## config.mk

```make
export PLATFORM = sky130hd
export DESIGN_NAME = spi_prog_loader_flat
export DESIGN_NICKNAME = d
export VERILOG_FILES = /design/src/rtl/spi_prog_loader_pkg.sv /design/src/rtl/spi_prog_loader_if.sv /design/src/rtl/spi_prog_loader_frame_serializer.sv /design/src/rtl/spi_prog_loader.sv /design/src/flat_wrapper.sv
export SDC_FILE = /design/constraint.sdc
export NUM_CORES = 1
export LEC_CHECK = 0
export CORE_UTILIZATION = 50
export DETAILED_ROUTE_END_ITERATION = 6
export PLACE_DENSITY_LB_ADDON = 0.12
export SLEW_MARGIN = 20
export SYNTH_ARGS = -nofsm -noshare
export SYNTH_HDL_FRONTEND = slang
export SYNTH_HIERARCHICAL = 1
export SYNTH_SLANG_ARGS = --single-unit
```

## constraint.sdc

```tcl
create_clock -name clk -period 2.5 [get_ports clk]
set_input_delay 0.5 -clock clk [delete_from_list [all_inputs] [get_ports clk]]
set_output_delay 0.5 -clock clk [all_outputs]
set_load 0.01 [all_outputs]
```

## src/rtl/spi_prog_loader_pkg.sv

```systemverilog
// Shared encodings for the processor-loader link: pin codes, frame geometry,
// host command kinds and the loader state set.
// Latency: n/a (types and constants only). Backpressure: n/a.
package spi_prog_loader_pkg;

  // Values driven onto uio_in[1:0]
  localparam logic [1:0] SEL_IDLE = 2'b00;
  localparam logic [1:0] SEL_CSI  = 2'b01;
  localparam logic [1:0] SEL_CSD  = 2'b10;
  localparam logic [1:0] SEL_RUN  = 2'b11;

  localparam int FRAME_W = 12;
  localparam int ADDR_W  = 4;
  localparam int DATA_W  = 8;
  localparam int BIT_W   = $clog2(FRAME_W);

  typedef enum logic [1:0] {
    CMD_INSTR = 2'b00,
    CMD_DATA  = 2'b01,
    CMD_RUN   = 2'b10,
    CMD_RSVD  = 2'b11
  } cmd_kind_e;

  typedef enum logic [2:0] {
    ST_IDLE,
    ST_SHIFT,
    ST_GAP,
    ST_RUN_START,
    ST_RUN_WAIT
  } ld_state_e;

  // Chip-select code for a cache write command
  function automatic logic [1:0] cs_code(input cmd_kind_e kind);
    return (kind == CMD_DATA) ? SEL_CSD : SEL_CSI;
  endfunction

endpackage

```

## src/rtl/spi_prog_loader_if.sv

```systemverilog
// Host command port of the loader: one command per valid&ready transfer.
// Latency: n/a (wiring only). Backpressure: ready from the loader, valid held by host.
// Signals: cmd_valid/cmd_ready handshake, cmd_kind, cmd_addr, cmd_data.
interface spi_prog_loader_if;
  import spi_prog_loader_pkg::*;

  logic                  cmd_valid;
  logic                  cmd_ready;
  cmd_kind_e             cmd_kind;
  logic [ADDR_W-1:0]     cmd_addr;
  logic [DATA_W-1:0]     cmd_data;

  modport master (
    output cmd_valid, cmd_kind, cmd_addr, cmd_data,
    input  cmd_ready
  );

  modport slave (
    input  cmd_valid, cmd_kind, cmd_addr, cmd_data,
    output cmd_ready
  );

endinterface

```

## src/rtl/spi_prog_loader_frame_serializer.sv

```systemverilog
// Shifts one 12-bit frame out LSB first with a registered chip-select code.
// Latency: sel/mosi valid the cycle after start_i, frame occupies exactly 12 cycles.
// Backpressure: start_i is only honoured while busy_o is low; last_o flags the final bit.
// Ports: clk, rst, start_i, cs_i, frame_i, busy_o, last_o, sel_o, mosi_o.
module spi_prog_loader_frame_serializer
  import spi_prog_loader_pkg::*;
(
  input  logic               clk,
  input  logic               rst,
  input  logic               start_i,
  input  logic [1:0]         cs_i,
  input  logic [FRAME_W-1:0] frame_i,
  output logic               busy_o,
  output logic               last_o,
  output logic [1:0]         sel_o,
  output logic               mosi_o
);

  logic [FRAME_W-1:0] shift_q, shift_d;
  logic [BIT_W-1:0]   bitcnt_q, bitcnt_d;
  logic               active_q, active_d;
  logic [1:0]         sel_q, sel_d;
  logic               mosi_q, mosi_d;

  assign last_o = active_q && (bitcnt_q == BIT_W'(FRAME_W - 1));
  assign busy_o = active_q;
  assign sel_o  = sel_q;
  assign mosi_o = mosi_q;

  always_comb begin
    shift_d  = shift_q;
    bitcnt_d = bitcnt_q;
    active_d = active_q;
    sel_d    = sel_q;
    mosi_d   = mosi_q;
    if (start_i && !active_q) begin
      // bit 0 goes straight to the pin register; the rest waits in shift_q
      shift_d  = frame_i >> 1;
      bitcnt_d = '0;
      active_d = 1'b1;
      sel_d    = cs_i;
      mosi_d   = frame_i[0];
    end else if (active_q) begin
      if (last_o) begin
        active_d = 1'b0;
        sel_d    = SEL_IDLE;
        mosi_d   = 1'b0;
      end else begin
        bitcnt_d = bitcnt_q + BIT_W'(1);
        mosi_d   = shift_q[0];
        shift_d  = shift_q >> 1;
      end
    end
  end

  always_ff @(posedge clk or posedge rst) begin
    if (rst) begin
      shift_q  <= '0;
      bitcnt_q <= '0;
      active_q <= 1'b0;
      sel_q    <= SEL_IDLE;
      mosi_q   <= 1'b0;
    end else begin
      shift_q  <= shift_d;
      bitcnt_q <= bitcnt_d;
      active_q <= active_d;
      sel_q    <= sel_d;
      mosi_q   <= mosi_d;
    end
  end

endmodule

```

## src/rtl/spi_prog_loader.sv

```systemverilog
// Host-side master for the processor's 4-wire slave port: cache-word writes and timed runs.
// Latency: write = 1 accept + 12 shift + GAP_CYCLES; run = until proc_done or RUN_TIMEOUT, + GAP_CYCLES.
// Backpressure: cmd_ready is high only in IDLE, one command in flight at a time.
// Ports: clk, rst, cmd (valid/ready host port), sel_o/mosi_o/proc_done_i (processor pins),
//        run_cycles_o, run_done_o, run_timeout_o, cmd_err_o, busy_o (status).
module spi_prog_loader
  import spi_prog_loader_pkg::*;
#(
  parameter int               GAP_CYCLES  = 2,
  parameter int               CNT_W       = 16,
  parameter logic [CNT_W-1:0] RUN_TIMEOUT = CNT_W'(16'hFFFF)
) (
  input  logic              clk,
  input  logic              rst,
  spi_prog_loader_if.slave  cmd,
  output logic [1:0]        sel_o,
  output logic              mosi_o,
  input  logic              proc_done_i,
  output logic [CNT_W-1:0]  run_cycles_o,
  output logic              run_done_o,
  output logic              run_timeout_o,
  output logic              cmd_err_o,
  output logic              busy_o
);

  localparam int GAP_W = (GAP_CYCLES > 1) ? $clog2(GAP_CYCLES) : 1;
  localparam logic [GAP_W-1:0] GAP_LAST = GAP_W'(GAP_CYCLES - 1);

  ld_state_e          state_q, state_d;
  logic [CNT_W-1:0]   cnt_q, cnt_d;
  logic [CNT_W-1:0]   run_cycles_q, run_cycles_d;
  logic [GAP_W-1:0]   gap_q, gap_d;
  logic               run_done_q, run_done_d;
  logic               run_to_q, run_to_d;
  logic               cmd_err_q, cmd_err_d;

  logic               ser_start;
  logic               ser_busy;
  logic               ser_last;
  logic [1:0]         ser_sel;
  logic               ser_mosi;
  logic               timeout_hit;
  logic [CNT_W-1:0]   cnt_inc;

  spi_prog_loader_frame_serializer u_ser (
    .clk     (clk),
    .rst     (rst),
    .start_i (ser_start),
    .cs_i    (cs_code(cmd.cmd_kind)),
    .frame_i ({cmd.cmd_data, cmd.cmd_addr}),
    .busy_o  (ser_busy),
    .last_o  (ser_last),
    .sel_o   (ser_sel),
    .mosi_o  (ser_mosi)
  );

  assign cmd.cmd_ready = (state_q == ST_IDLE) && !ser_busy;
  assign busy_o        = (state_q != ST_IDLE);
  assign timeout_hit   = (cnt_q == RUN_TIMEOUT);
  assign cnt_inc       = timeout_hit ? cnt_q : cnt_q + CNT_W'(1);

  // Run enable drops in the same cycle done rises (or the limit is hit), so
  // the processor never sees enable together with idle and cannot restart.
  always_comb begin
    sel_o = SEL_IDLE;
    case (state_q)
      ST_SHIFT:     sel_o = ser_sel;
      ST_RUN_START: sel_o = timeout_hit ? SEL_IDLE : SEL_RUN;
      ST_RUN_WAIT:  sel_o = (proc_done_i || timeout_hit) ? SEL_IDLE : SEL_RUN;
      default:      sel_o = SEL_IDLE;
    endcase
  end

  assign mosi_o = ser_mosi;

  always_comb begin
    state_d      = state_q;
    cnt_d        = cnt_q;
    gap_d        = '0;
    run_cycles_d = run_cycles_q;
    run_done_d   = 1'b0;
    run_to_d     = 1'b0;
    cmd_err_d    = 1'b0;
    ser_start    = 1'b0;
    case (state_q)
      ST_IDLE: begin
        if (cmd.cmd_valid && cmd.cmd_ready) begin
          case (cmd.cmd_kind)
            CMD_INSTR, CMD_DATA: begin
              ser_start = 1'b1;
              state_d   = ST_SHIFT;
            end
            CMD_RUN: begin
              cnt_d   = '0;
              state_d = ST_RUN_START;
            end
            default: cmd_err_d = 1'b1;
          endcase
        end
      end
      ST_SHIFT: begin
        if (ser_last) state_d = ST_GAP;
      end
      ST_GAP: begin
        gap_d = gap_q + GAP_W'(1);
        if (gap_q == GAP_LAST) begin
          gap_d   = '0;
          state_d = ST_IDLE;
        end
      end
      ST_RUN_START: begin
        // proc_done still high here means the processor has not left idle yet
        if (timeout_hit) begin
          run_cycles_d = RUN_TIMEOUT;
          run_to_d     = 1'b1;
          state_d      = ST_GAP;
        end else begin
          cnt_d = cnt_inc;
          if (!proc_done_i) state_d = ST_RUN_WAIT;
        end
      end
      ST_RUN_WAIT: begin
        // done takes priority when it coincides with the limit
        if (proc_done_i) begin
          run_cycles_d = cnt_q;
          run_done_d   = 1'b1;
          state_d      = ST_GAP;
        end else if (timeout_hit) begin
          run_cycles_d = RUN_TIMEOUT;
          run_to_d     = 1'b1;
          state_d      = ST_GAP;
        end else begin
          cnt_d = cnt_inc;
        end
      end
      default: state_d = ST_IDLE;
    endcase
  end

  always_ff @(posedge clk or posedge rst) begin
    if (rst) begin
      state_q      <= ST_IDLE;
      cnt_q        <= '0;
      run_cycles_q <= '0;
      gap_q        <= '0;
      run_done_q   <= 1'b0;
      run_to_q     <= 1'b0;
      cmd_err_q    <= 1'b0;
    end else begin
      state_q      <= state_d;
      cnt_q        <= cnt_d;
      run_cycles_q <= run_cycles_d;
      gap_q        <= gap_d;
      run_done_q   <= run_done_d;
      run_to_q     <= run_to_d;
      cmd_err_q    <= cmd_err_d;
    end
  end

  assign run_cycles_o  = run_cycles_q;
  assign run_done_o    = run_done_q;
  assign run_timeout_o = run_to_q;
  assign cmd_err_o     = cmd_err_q;

endmodule

```

## src/flat_wrapper.sv

```systemverilog
// flat-port wrapper written by rule: the top's interface ports become plain ports
module spi_prog_loader_flat import spi_prog_loader_pkg::*;
#(
  parameter int               GAP_CYCLES  = 2,
  parameter int               CNT_W       = 16,
  parameter logic [CNT_W-1:0] RUN_TIMEOUT = CNT_W'(16'hFFFF)
)
  (clk, rst, sel_o, mosi_o, proc_done_i, run_cycles_o, run_done_o, run_timeout_o, cmd_err_o, busy_o, cmd_cmd_valid, cmd_cmd_kind, cmd_cmd_addr, cmd_cmd_data, cmd_cmd_ready);
  spi_prog_loader_if cmd_i ();
  input  logic clk;
  input  logic rst;
  output logic [1:0] sel_o;
  output logic mosi_o;
  input  logic proc_done_i;
  output logic [CNT_W-1:0] run_cycles_o;
  output logic run_done_o;
  output logic run_timeout_o;
  output logic cmd_err_o;
  output logic busy_o;
  input wire logic [$bits(cmd_i.cmd_valid)-1:0] cmd_cmd_valid;
  input wire logic [$bits(cmd_i.cmd_kind)-1:0] cmd_cmd_kind;
  input wire logic [$bits(cmd_i.cmd_addr)-1:0] cmd_cmd_addr;
  input wire logic [$bits(cmd_i.cmd_data)-1:0] cmd_cmd_data;
  output wire logic [$bits(cmd_i.cmd_ready)-1:0] cmd_cmd_ready;
  assign cmd_i.cmd_valid = cmd_cmd_valid;
  assign cmd_i.cmd_kind = cmd_cmd_kind;
  assign cmd_i.cmd_addr = cmd_cmd_addr;
  assign cmd_i.cmd_data = cmd_cmd_data;
  assign cmd_cmd_ready = cmd_i.cmd_ready;
  spi_prog_loader #(.GAP_CYCLES(GAP_CYCLES), .CNT_W(CNT_W), .RUN_TIMEOUT(RUN_TIMEOUT)) u_core (.clk(clk), .rst(rst), .cmd(cmd_i), .sel_o(sel_o), .mosi_o(mosi_o), .proc_done_i(proc_done_i), .run_cycles_o(run_cycles_o), .run_done_o(run_done_o), .run_timeout_o(run_timeout_o), .cmd_err_o(cmd_err_o), .busy_o(busy_o));
endmodule
```

==> run summary, run 1 <==
### Status
- **outcome** completed

### Place
- **HPWL after detailed placement** 4.76 mm
- **instance area after placement** 0.00368 sq mm
- **GPL Wtd Cong** 0.832
- **Port Buffers** 41

### Floorplanning
- **die area** 0.00643 sq mm
- **standard-cell rows** 28
- **die span in x** 80.2 um
- **floorplan core area** 0.00592 sq mm
- **ports placed on the boundary** 42
- **y dimension of the die** 80.2 um
- **initial cell density of the core** 51.6%

### Worst setup path
- **cells along the critical path** nand4_1, nor4_4, a21oi_2, a21oi_1, o21ai_0, dlygate4sd2_1
- **critical path class** reg2out
- **CP top delay family** simple AND/OR/NAND/NOR gates
- **startpoint kind of the worst setup timing path** register
- **CP max stage cell** nor4_4
- **biggest fanout along the worst timing path** 3
- **CP required** 2.00 ns
- **number of buffers and inverters on the critical path** 1
- **Max stage delay on crit path** 0.38 ns
- **Arrival @ worst endpoint** 1.93 ns
- **kind of end point of the critical path** primary output

### STA
- **final number of max-transition violations** 0
- **Hold Slack** 0.488 ns
- **maximum clock frequency** 0.412 GHz
- **final critical delay including setup and external delays** 2.43 ns
- **final hold violation count** 0
- **fin crit share** 97.2%
- **aggregate negative setup slack** 0 ns
- **final setup violation count** 0
- **clk_skew** 0.00803 ns
- **actual slew at the worst max-slew pin** 0.839 ns
- **worst max-slew margin expressed relative to the limit** 43.5%

### Route
- **remaining antenna violation count after routing** 0
- **number of remaining DRC errors** 0
- **DR WL/cell** 16.4 um
- **wirelength, routed** 7.12 mm
- **DRC violation total after the first TritonRoute iteration** 180
- **iteration count of the initial detailed-routing pass** 4
- **Vias per Instance** 5.77
- **total vias in the final route** 2511

### Clock network
- **clock tree from TritonCTS** yes
- **clock latency on the worst-skew pair** 0.33 ns
- **Hold Buf Count CTS** 0
- **root buffer selected by CTS** clkbuf_8
- **maximum buffer depth of the clock tree** 2
- **depth of the CTS H-tree** 3
- **clock slew seen by the registers of the worst setup and hold paths** 0.06 ns
- **number of clock sinks seen by CTS** 58
- **Num CTS Buffers** 9

### Yosys
- **number of synthesized register bits** 58
- **ys flop type** dfrtp_1
- **count of unique library cells instantiated by Yosys** 56
- **cells taking the most area after synthesis** dfrtp_1, mux2_4, o22a_1
- **Avg Inst Size Synth** 10.7 sq um
- **number of nets in the synthesized netlist** 306
- **number of synthesized flops with an enable pin** 0
- **cell accounting for the most synthesized area** dfrtp_1
- **total number of yosys warnings** 6
- **post-synthesis instance area** 0.00306 sq mm
- **share of flip-flops with an asynchronous set or reset after synthesis** 100%
- **portion of the post-synthesis area used by sequential elements** 47.5%
- **proportion of netlist area held by the largest area contributor** 47.5%
- **post-synthesis cell count** 286

### Global routing
- **wire length of the first global-routing pass** 11.8 mm
- **gr ovfl total** 0
- **antenna violations before repair** 0
- **Total Routing Usage GR** 24.6%
- **largest net degree at the start of global routing** 40
- **via count of the first global-routing pass** 2433

### Layout
- **antenna fix cells** 0
- **Post-Layout Inst Area** 0.00394 sq mm
- **area of combinational cells with multiple inputs** 0.00145 sq mm
- **ratio of cells with drive above 1 in the final layout** 24.7%
- **area growth from synthesis to layout** 28.8%
- **Util after Layout** 66.5%
- **Seq. cell area** 0.00145 sq mm
- **total of fill cells in the finished design** 473
- **net count reported at finish** 375

### Pwr
- **power consumption** 4.08 mW
- **PwrDens** 1040 mW/mm^2
- **Peak supply drop** 519 uV
- **leakage power summed over all cells** 1.77 nW

### Run
- **Max Cap Violations** 0

### Worst hold path
- **HP Class** reg2reg

[worst register-to-register path, cell delays in order, from the launching register on]
cell and delay, ns:
dfrtp_1 0.60, nand2b_1 0.27, o21ai_0 0.73, o21ai_0 0.22, a31oi_1 0.21
[cell usage in the layout (no fill, tap or decap), drive strengths merged, types with 3 or more instances in the layout]
master         Yosys  routed
clkinv             0       3
nor2              16      16
buf               14      35
a31oi              3       3
o211ai             4       4
nor3               8       8
mux2              20      20
nand2             29      29
nand3             13      13
o21ai             14      14
and4               3       3
clkbuf             4      11
a21oi             11      11
a31o              10      10
o22a              14      14
nor2b              5       5
nand2b             4       4
nor4               3       3
inv               11      11
dfrtp             58      58
clkdlybuf4s50      0      39
nand4             10      10
[cells in the mapped netlist, types with 2 or more instances]
master	n
dfrtp_1	58
nand2_1	29
mux2_4	16
o22a_1	14
nor2_1	13
nand3_1	12
o21ai_0	12
a21oi_1	10
a31o_1	10
nand4_1	10
inv_1	9
buf_2	8
nor3_1	8
buf_6	5
nand2b_1	4
nor2b_1	4
o211ai_1	4
a31oi_1	3
and4_1	3
clkbuf_1	3
a2bb2oi_2	2
and2_1	2
and3_1	2
ha_1	2
inv_2	2
mux2_1	2
mux2_2	2
nand3b_1	2
nor2_4	2
nor4_1	2
o21ai_1	2
o22ai_1	2
o31ai_1	2
or2_1	2
or4_1	2
[timing repair]
item,CTS,global route
setup buffers,0,6
pin swaps,0,3
resized for setup,2,4
endpoints found under the hold margin,0,0
setup endpoints to repair,2,3
[metrics by stage]
stage	setup slack (ns)	cells
6_report	0.0704	435
3_3_place_gp	-0.0856	413
3_5_place_dp	-0.185	413
5_1_grt	-0.0244	435
2_1_floorplan	0.446	286
4_1_cts	0.000954	429
[cell families (layout without fill, tap and decap cells)]
group	Yosys count	after routing	share of synthesized area, %
AO/OA/AOI/OAI	69	69	16.8
buffers and inverters	29	103	5.52
flip-flops	58	58	47.5
multiplexers	21	21	9.66
AND/OR/NAND/NOR	107	107	19.8
adder cells (fa/ha/maj)	2	2	0.818
[report_power, final]
part	internal, mW	switching [mW]	total [mW]
clock	0.509	0.365	0.874
sequential	1.27	0.249	1.52
combinational	0.901	0.781	1.68
total	2.68	1.40	4.08
[path summary, 6_finish.rpt]
path,start,endpoint,slack (ns),depth (start not counted)
max,u_core/cnt_q[14],sel_o[0],0.07,6
min in group asynchronous,rst,u_core/u_ser/shift_q[5],0.62,2
min reg2reg,u_core/run_cycles_o[10],u_core/run_cycles_o[10],0.49,1
min,u_core/run_cycles_o[10],u_core/run_cycles_o[10],0.49,1
max reg2reg,u_core/state_q[0],u_core/cnt_q[14],0.39,4
max in group asynchronous,rst,u_core/u_ser/busy_o,1.42,2
[final cells by class]
cell class | instances | share of cell area (%)
repair buffers | 76 | 17.7
well taps | 75 | 2.38
inverters | 11 | 1.05
flip-flops and latches | 58 | 36.8
clock buffers | 11 | 3.84
multi-input cells | 199 | 36.9
clock inverters | 5 | 1.33
[registers in the layout, indices dropped and copies added (netlist names)]
register and cells:
u_core/u_ser/shift_q 11, u_core/cmd_err_o 1, u_core/u_ser/sel_o 2, u_core/state_q 3, u_core/gap_q 1, u_core/run_timeout_o 1
u_core/u_ser/mosi_o 1, u_core/run_cycles_o 16, u_core/cnt_q 16, u_core/u_ser/bitcnt_q 4, u_core/run_done_o 1, u_core/u_ser/busy_o 1
[routing by layer]
metal  wire length [um]  part of all wire [%]  GRT usage (%)
met5                  0                     0              0
met3                390                   5.5           4.77
met2               3390                    48           37.9
met1               3280                    46           33.6
met4                 58                  0.81           10.2
(Power assumes the default switching activity.)
==> run 2, diff against run 1 <==
SKIP_CTS_REPAIR_TIMING = 1   (was unset)
==> run 2 against run 1 <==
Compared with the run above: cell count down 0.92%; sequential power about the same; worst setup slack improved by 0.085 ns; critical path depth unchanged; first-iteration DRC count down 13%; count of clock-buffer cells in the layout stayed put; die area is the same; largest cell class is now sequential cells; highest routed layer unchanged.
==> run summary, run 2 (synthesized netlist as in run 1, its figures left out) <==
### Status
- **outcome** completed

### Pwr
- **Peak supply drop** 518 uV
- **leakage power summed over all cells** 1.78 nW
- **PwrDens** 1040 mW/mm^2

### STA
- **maximum clock frequency** 0.426 GHz
- **clk_skew** 0.0113 ns
- **Worst Slack Setup Final** 0.155 ns
- **final setup violation count** 0
- **fin crit share** 93.8%
- **final critical delay including setup and external delays** 2.34 ns
- **aggregate negative setup slack** 0 ns
- **Hold Slack** 0.487 ns
- **final number of max-transition violations** 0
- **worst max-slew margin expressed relative to the limit** 43.8%
- **final hold violation count** 0
- **setup repair after global routing missed its margin** false
- **actual slew at the worst max-slew pin** 0.835 ns

### Floorplanning
- **initial cell density of the core** 51.6%
- **die span in x** 80.2 um
- **floorplan core area** 0.00592 sq mm
- **ports placed on the boundary** 42
- **y dimension of the die** 80.2 um
- **standard-cell rows** 28
- **die area** 0.00643 sq mm

### Worst hold path
- **hold-critical path depth** 1
- **HP Class** reg2reg

### Global routing
- **largest net degree at the start of global routing** 40
- **antenna violations before repair** 0
- **wire length of the first global-routing pass** 11.8 mm
- **Total Routing Usage GR** 24.6%
- **gr ovfl total** 0
- **via count of the first global-routing pass** 2433

### Route
- **iteration count of the initial detailed-routing pass** 4
- **DRC violation total after the first TritonRoute iteration** 156
- **number of remaining DRC errors** 0
- **total vias in the final route** 2488
- **Vias per Instance** 5.77
- **DR WL/cell** 16.3 um
- **remaining antenna violation count after routing** 0
- **wirelength, routed** 7.01 mm

### Clock network
- **maximum buffer depth of the clock tree** 2
- **number of clock sinks seen by CTS** 58
- **clock slew seen by the registers of the worst setup and hold paths** 0.07 ns
- **Num CTS Buffers** 9
- **clock latency on the worst-skew pair** 0.34 ns
- **depth of the CTS H-tree** 3
- **root buffer selected by CTS** clkbuf_8
- **clock tree from TritonCTS** yes

### Worst setup path
- **cells along the critical path** nand2_1, nor4_4, a21oi_1, a21oi_1, o21ai_0, dlymetal6s2s_1
- **cell mode on critical path** a21oi_1
- **register-to-register setup slack** 0.40 ns
- **critical path class** reg2out
- **startpoint kind of the worst setup timing path** register
- **worst-case reg-to-reg path depth** 4
- **CP required** 2.00 ns
- **Arrival @ worst endpoint** 1.84 ns
- **Max stage delay on crit path** 0.42 ns
- **CP max stage cell** dfrtp_1
- **biggest fanout along the worst timing path** 5
- **Worst setup startpoint** u_core/cnt_q[9]
- **Worst R2R End** u_core/cnt_q[14]
- **Crit Reg-Reg Startpoint** u_core/state_q[0]
- **kind of end point of the critical path** primary output
- **Critical path destination** sel_o[1]

### Layout
- **Seq. cell area** 0.00145 sq mm
- **ratio of cells with drive above 1 in the final layout** 23.0%
- **most common library cell in the layout ignoring fill and taps** dfrtp_1
- **antenna fix cells** 0
- **Post-Layout Inst Area** 0.00391 sq mm
- **area of combinational cells with multiple inputs** 0.00144 sq mm
- **most used cells in the layout excluding fill and tap cells** dfrtp_1, clkdlybuf4s50_1, nand2_1, buf_4, mux2_4
- **total of fill cells in the finished design** 477
- **area growth from synthesis to layout** 27.7%
- **Util after Layout** 66.0%
- **net count reported at finish** 371

### Place
- **instance area after placement** 0.00368 sq mm
- **Port Buffers** 41
- **GPL Wtd Cong** 0.832
- **HPWL after detailed placement** 4.76 mm
- **worst slack at placement** -0.185 ns

### Run
- **Max Cap Violations** 0

==> run 2: where the power goes <==
group          internal, mW  switching (mW)
Clock                 0.509           0.367
Combinational         0.887           0.767
Sequential             1.27           0.249
Total                  2.67            1.38
==> run 2: how the worst min path moves through the flow <==
stage	slack, ns	end	from
detailed placement	0.48	u_core/run_cycles_o[10]	u_core/run_cycles_o[10]
global placement	0.47	u_core/run_cycles_o[6]	u_core/run_cycles_o[6]
CTS	0.49	u_core/run_cycles_o[10]	u_core/run_cycles_o[10]
global route	0.50	u_core/run_cycles_o[12]	u_core/run_cycles_o[12]
finish	0.49	u_core/run_cycles_o[10]	u_core/run_cycles_o[10]
floorplan	0.45	u_core/u_ser/bitcnt_q[0]	rst
==> run 2: cell type report <==
| cell class | count | area share, % |
|---|---|---|
| Tap cell | 75 | 2.40 |
| Inverter | 11 | 1.06 |
| Clock inverter | 5 | 1.35 |
| Timing Repair Buffer | 72 | 17.2 |
| Clock buffer | 11 | 3.88 |
| Multi-Input combinational cell | 199 | 36.9 |
| Sequential cell | 58 | 37.2 |
==> run 2: critical path: cells and delay by family, from the launching register on <==
family,cells,cell delay [ns]
flops,1,0.42
compound gates,3,0.42
simple gates,2,0.48
buf+inv,1,0.18
==> run 2: metal layers <==
| layer | vias to the layer above | part of all wire [%] | GRT usage (%) |
|---|---|---|---|
| met3 | 7 | 4.5 | 4.77 |
| met1 | 1218 | 48 | 33.6 |
| met2 | 73 | 46 | 37.9 |
| met5 | - | 0 | 0 |
| met4 | 0 | 1.2 | 10.2 |
| li1 | 1190 | - | - |
==> run 2: through the flow <==
step	std cells	power (mW)
6_report	431	4.05
5_1_grt	431	4.32
4_1_cts	429	4.04
3_5_place_dp	413	3.15
3_3_place_gp	413	3.10
2_1_floorplan	286	2.48
==> run 3, diff against run 2 <==
CORE_UTILIZATION = 53   (was 50)
PLACE_DENSITY_LB_ADDON = 0.3   (was 0.12)
SYNTH_HIERARCHICAL = unset   (was 1)
==> run 3 against run 2 <==
Compared with the run above: non-clock buffer count is 15 lower; utilization is 6.7 points higher; via count is 6.8% lower; critical path depth is 2 lower; global-route usage is 1.7 points higher; cell count is 6.7% lower; worst setup slack better by 0.017 ns; sequential power hardly changed; sequential share of layout area is 3.9 points higher; maximum frequency is 0.74% higher; flip-flop and latch count stayed put; largest cell class unchanged; largest power group is now registers.
==> run summary, run 3 <==
### Floorplanning
- **die area** 0.00550 sq mm
- **floorplan core area** 0.00488 sq mm
- **standard-cell rows** 25
- **initial cell density of the core** 56.5%
- **die span in x** 74.2 um
- **ports placed on the boundary** 42
- **y dimension of the die** 74.2 um

### Pwr
- **Peak supply drop** 762 uV
- **leakage power summed over all cells** 1.57 nW
- **PwrDens** 1080 mW/mm^2

### Yosys
- **cells taking the most area after synthesis** dfrtp_1, nand2_1, o22a_1
- **share of flip-flops with an asynchronous set or reset after synthesis** 100%
- **number of nets in the synthesized netlist** 293
- **adder-cell share of the synthesized area** 0.907%
- **ys flop type** dfrtp_1
- **post-synthesis instance area** 0.00276 sq mm
- **synthesized-area fraction occupied by xor and xnor cells** 0.952%
- **Avg Inst Size Synth** 10.1 sq um
- **number of synthesized flops with an enable pin** 0
- **Compound-Gate Fraction of Synth Area** 20.5%
- **synthesized-area fraction occupied by and/or/nand/nor cells** 19.0%
- **count of unique library cells instantiated by Yosys** 50
- **most common cell in the netlist** dfrtp_1
- **post-synthesis cell count** 273
- **proportion of netlist area held by the largest area contributor** 52.6%
- **most frequent cells after synthesis** dfrtp_1, nand2_1, nor2_1
- **portion of the post-synthesis area used by sequential elements** 52.6%
- **number of synthesized register bits** 58
- **total number of yosys warnings** 0
- **cell accounting for the most synthesized area** dfrtp_1
- **dominant combinational cell family by area after synthesis** compound AO/OA/AOI/OAI gates
- **fraction of synthesized area in multiplexers** 2.59%

### STA
- **aggregate negative setup slack** 0 ns
- **worst max-slew margin expressed relative to the limit** 53.3%
- **final hold violation count** 0
- **setup repair after global routing missed its margin** false
- **final setup violation count** 0
- **maximum clock frequency** 0.430 GHz
- **clk_skew** 0.00824 ns
- **final number of max-transition violations** 0
- **actual slew at the worst max-slew pin** 0.694 ns
- **final critical delay including setup and external delays** 2.33 ns
- **fin crit share** 93.1%
- **Hold Slack** 0.419 ns

### Worst hold path
- **hold path startpoint** u_core.gap_q
- **Hold Path Sink** u_core.gap_q
- **HP Class** reg2reg
- **hold-critical path depth** 1

### Layout
- **net count reported at finish** 350
- **total of fill cells in the finished design** 365
- **Final Instance Count excl. Fillers** 402
- **area growth from synthesis to layout** 28.5%
- **most used cells in the layout excluding fill and tap cells** dfrtp_1, nand2_1, clkdlybuf4s50_1
- **most common library cell in the layout ignoring fill and taps** dfrtp_1
- **antenna fix cells** 0
- **ratio of cells with drive above 1 in the final layout** 14.3%

### Worst setup path
- **Crit Reg-Reg Startpoint** u_core.cnt_q[6]
- **biggest fanout along the worst timing path** 11
- **CP top delay family** buffers and inverters
- **number of buffers and inverters on the critical path** 2
- **critical path class** reg2out
- **Max stage delay on crit path** 0.54 ns
- **worst-case reg-to-reg path depth** 5
- **CP max stage cell** clkdlybuf4s50_1
- **startpoint kind of the worst setup timing path** register
- **register-to-register setup slack** 0.45 ns
- **cells along the critical path** nor3_2, inv_1, nor2_1, clkdlybuf4s50_1
- **Worst R2R End** u_core.cnt_q[9]
- **Arrival @ worst endpoint** 1.83 ns
- **kind of end point of the critical path** primary output
- **CP required** 2.00 ns
- **Worst setup startpoint** u_core.state_q[0]

### Clock network
- **depth of the CTS H-tree** 3
- **clock slew seen by the registers of the worst setup and hold paths** 0.06 ns
- **number of clock sinks seen by CTS** 58
- **root buffer selected by CTS** clkbuf_8
- **clock tree from TritonCTS** yes
- **clock latency on the worst-skew pair** 0.33 ns
- **maximum buffer depth of the clock tree** 2
- **Num CTS Buffers** 9

### Global routing
- **Total Routing Usage GR** 26.3%
- **gr ovfl total** 0
- **wire length of the first global-routing pass** 10.6 mm
- **largest net degree at the start of global routing** 59
- **via count of the first global-routing pass** 2209
- **antenna violations before repair** 0

### Route
- **Vias per Instance** 5.77
- **number of remaining DRC errors** 0
- **DRC violation total after the first TritonRoute iteration** 178
- **total vias in the final route** 2319
- **wirelength, routed** 6.19 mm
- **DR WL/cell** 15.4 um
- **remaining antenna violation count after routing** 0
- **iteration count of the initial detailed-routing pass** 6

### Place
- **GPL Wtd Cong** 0.905
- **HPWL after detailed placement** 4.06 mm
- **Port Buffers** 41
- **Placed Cells incl. Taps** 386

### Status
- **outcome** completed

### Run
- **Max Cap Violations** 0

==> run 3: cell count changes in the layout (fill, tap and decap cells not counted), moves of 5 or more <==
cell and delta:
a21o_1 +5, nand2_1 +15, mux2_4 -16, a31oi_1 +5
a31o_1 -10, mux2i_1 +5, nand4_1 -6, a22oi_1 +9
buf_4 -14
==> run 3: routing by layer <==
layer / routed length, um / track usage (%) / share of wire, % / vias to the layer above
met1: 2800 / 35.1 / 45 / 1110
met5: 0 / 0 / 0 / -
li1: - / - / - / 1105
met4: 111 / 12.4 / 1.8 / 0
met2: 2910 / 40.9 / 47 / 91
met3: 367 / 5.69 / 5.9 / 13
==> run 3: report_power, final <==
part	switching, mW	internal [mW]
registers	0.266	1.27
logic	0.706	0.726
clock network	0.354	0.515
==> run 3: final cells by class <==
cell class / instances / area (sq um) / share of cell area [%]
Clock inverter: 2 / 35.0 / 0.988
Multi-Input combinational cell: 193 / 1220 / 34.4
Clock buffer: 14 / 163 / 4.59
Timing Repair Buffer: 57 / 548 / 15.5
Tap cell: 67 / 83.8 / 2.36
Inverter: 11 / 41.3 / 1.16
Sequential cell: 58 / 1460 / 41.1
==> run 3: logic make-up (layout without fill, tap and decap cells) <==
group                      Yosys count  count (layout)
AOI/OAI and AO/OA                   76              76
xor gates and xnor gates             3               3
adders and majority gates            2               2
buffers and inverters               22              84
DFF                                 58              58
muxes                                7               7
and+or+nand+nor                    105             105
==> run 3: worst max-delay path by stage <==
stage	slack, ns	endpoint	depth (start not counted)
floorplan	0.57	u_core.cmd_err_o	1
global placement	0.04	sel_o[0]	6
detailed placement	0.02	sel_o[1]	6
CTS	-0.16	sel_o[1]	5
global route	0.11	cmd_cmd_ready	4
finish	0.17	cmd_cmd_ready	4
==> run 3: stage by stage <==
step / util, % / cell area [sq um] / power, mW / worst slack, ns
floorplan: - / 2760 / 2.34 / 0.572
global placement: 68.2 / 3330 / 2.91 / 0.0368
detailed placement: 68.2 / 3330 / 2.95 / 0.0157
CTS: 72.3 / 3530 / 3.84 / -0.163
global route: 72.6 / 3540 / 4.09 / 0.109
finish: 72.6 / 3540 / 3.84 / 0.173
==> run 3: worst register-to-register path, stage by stage, from the launching register on <==
cell and delay [ns]:
dfrtp_1 0.46, nand2_1 0.18, nor4_1 0.66, nand2_1 0.17, a22o_1 0.20, mux2_2 0.26
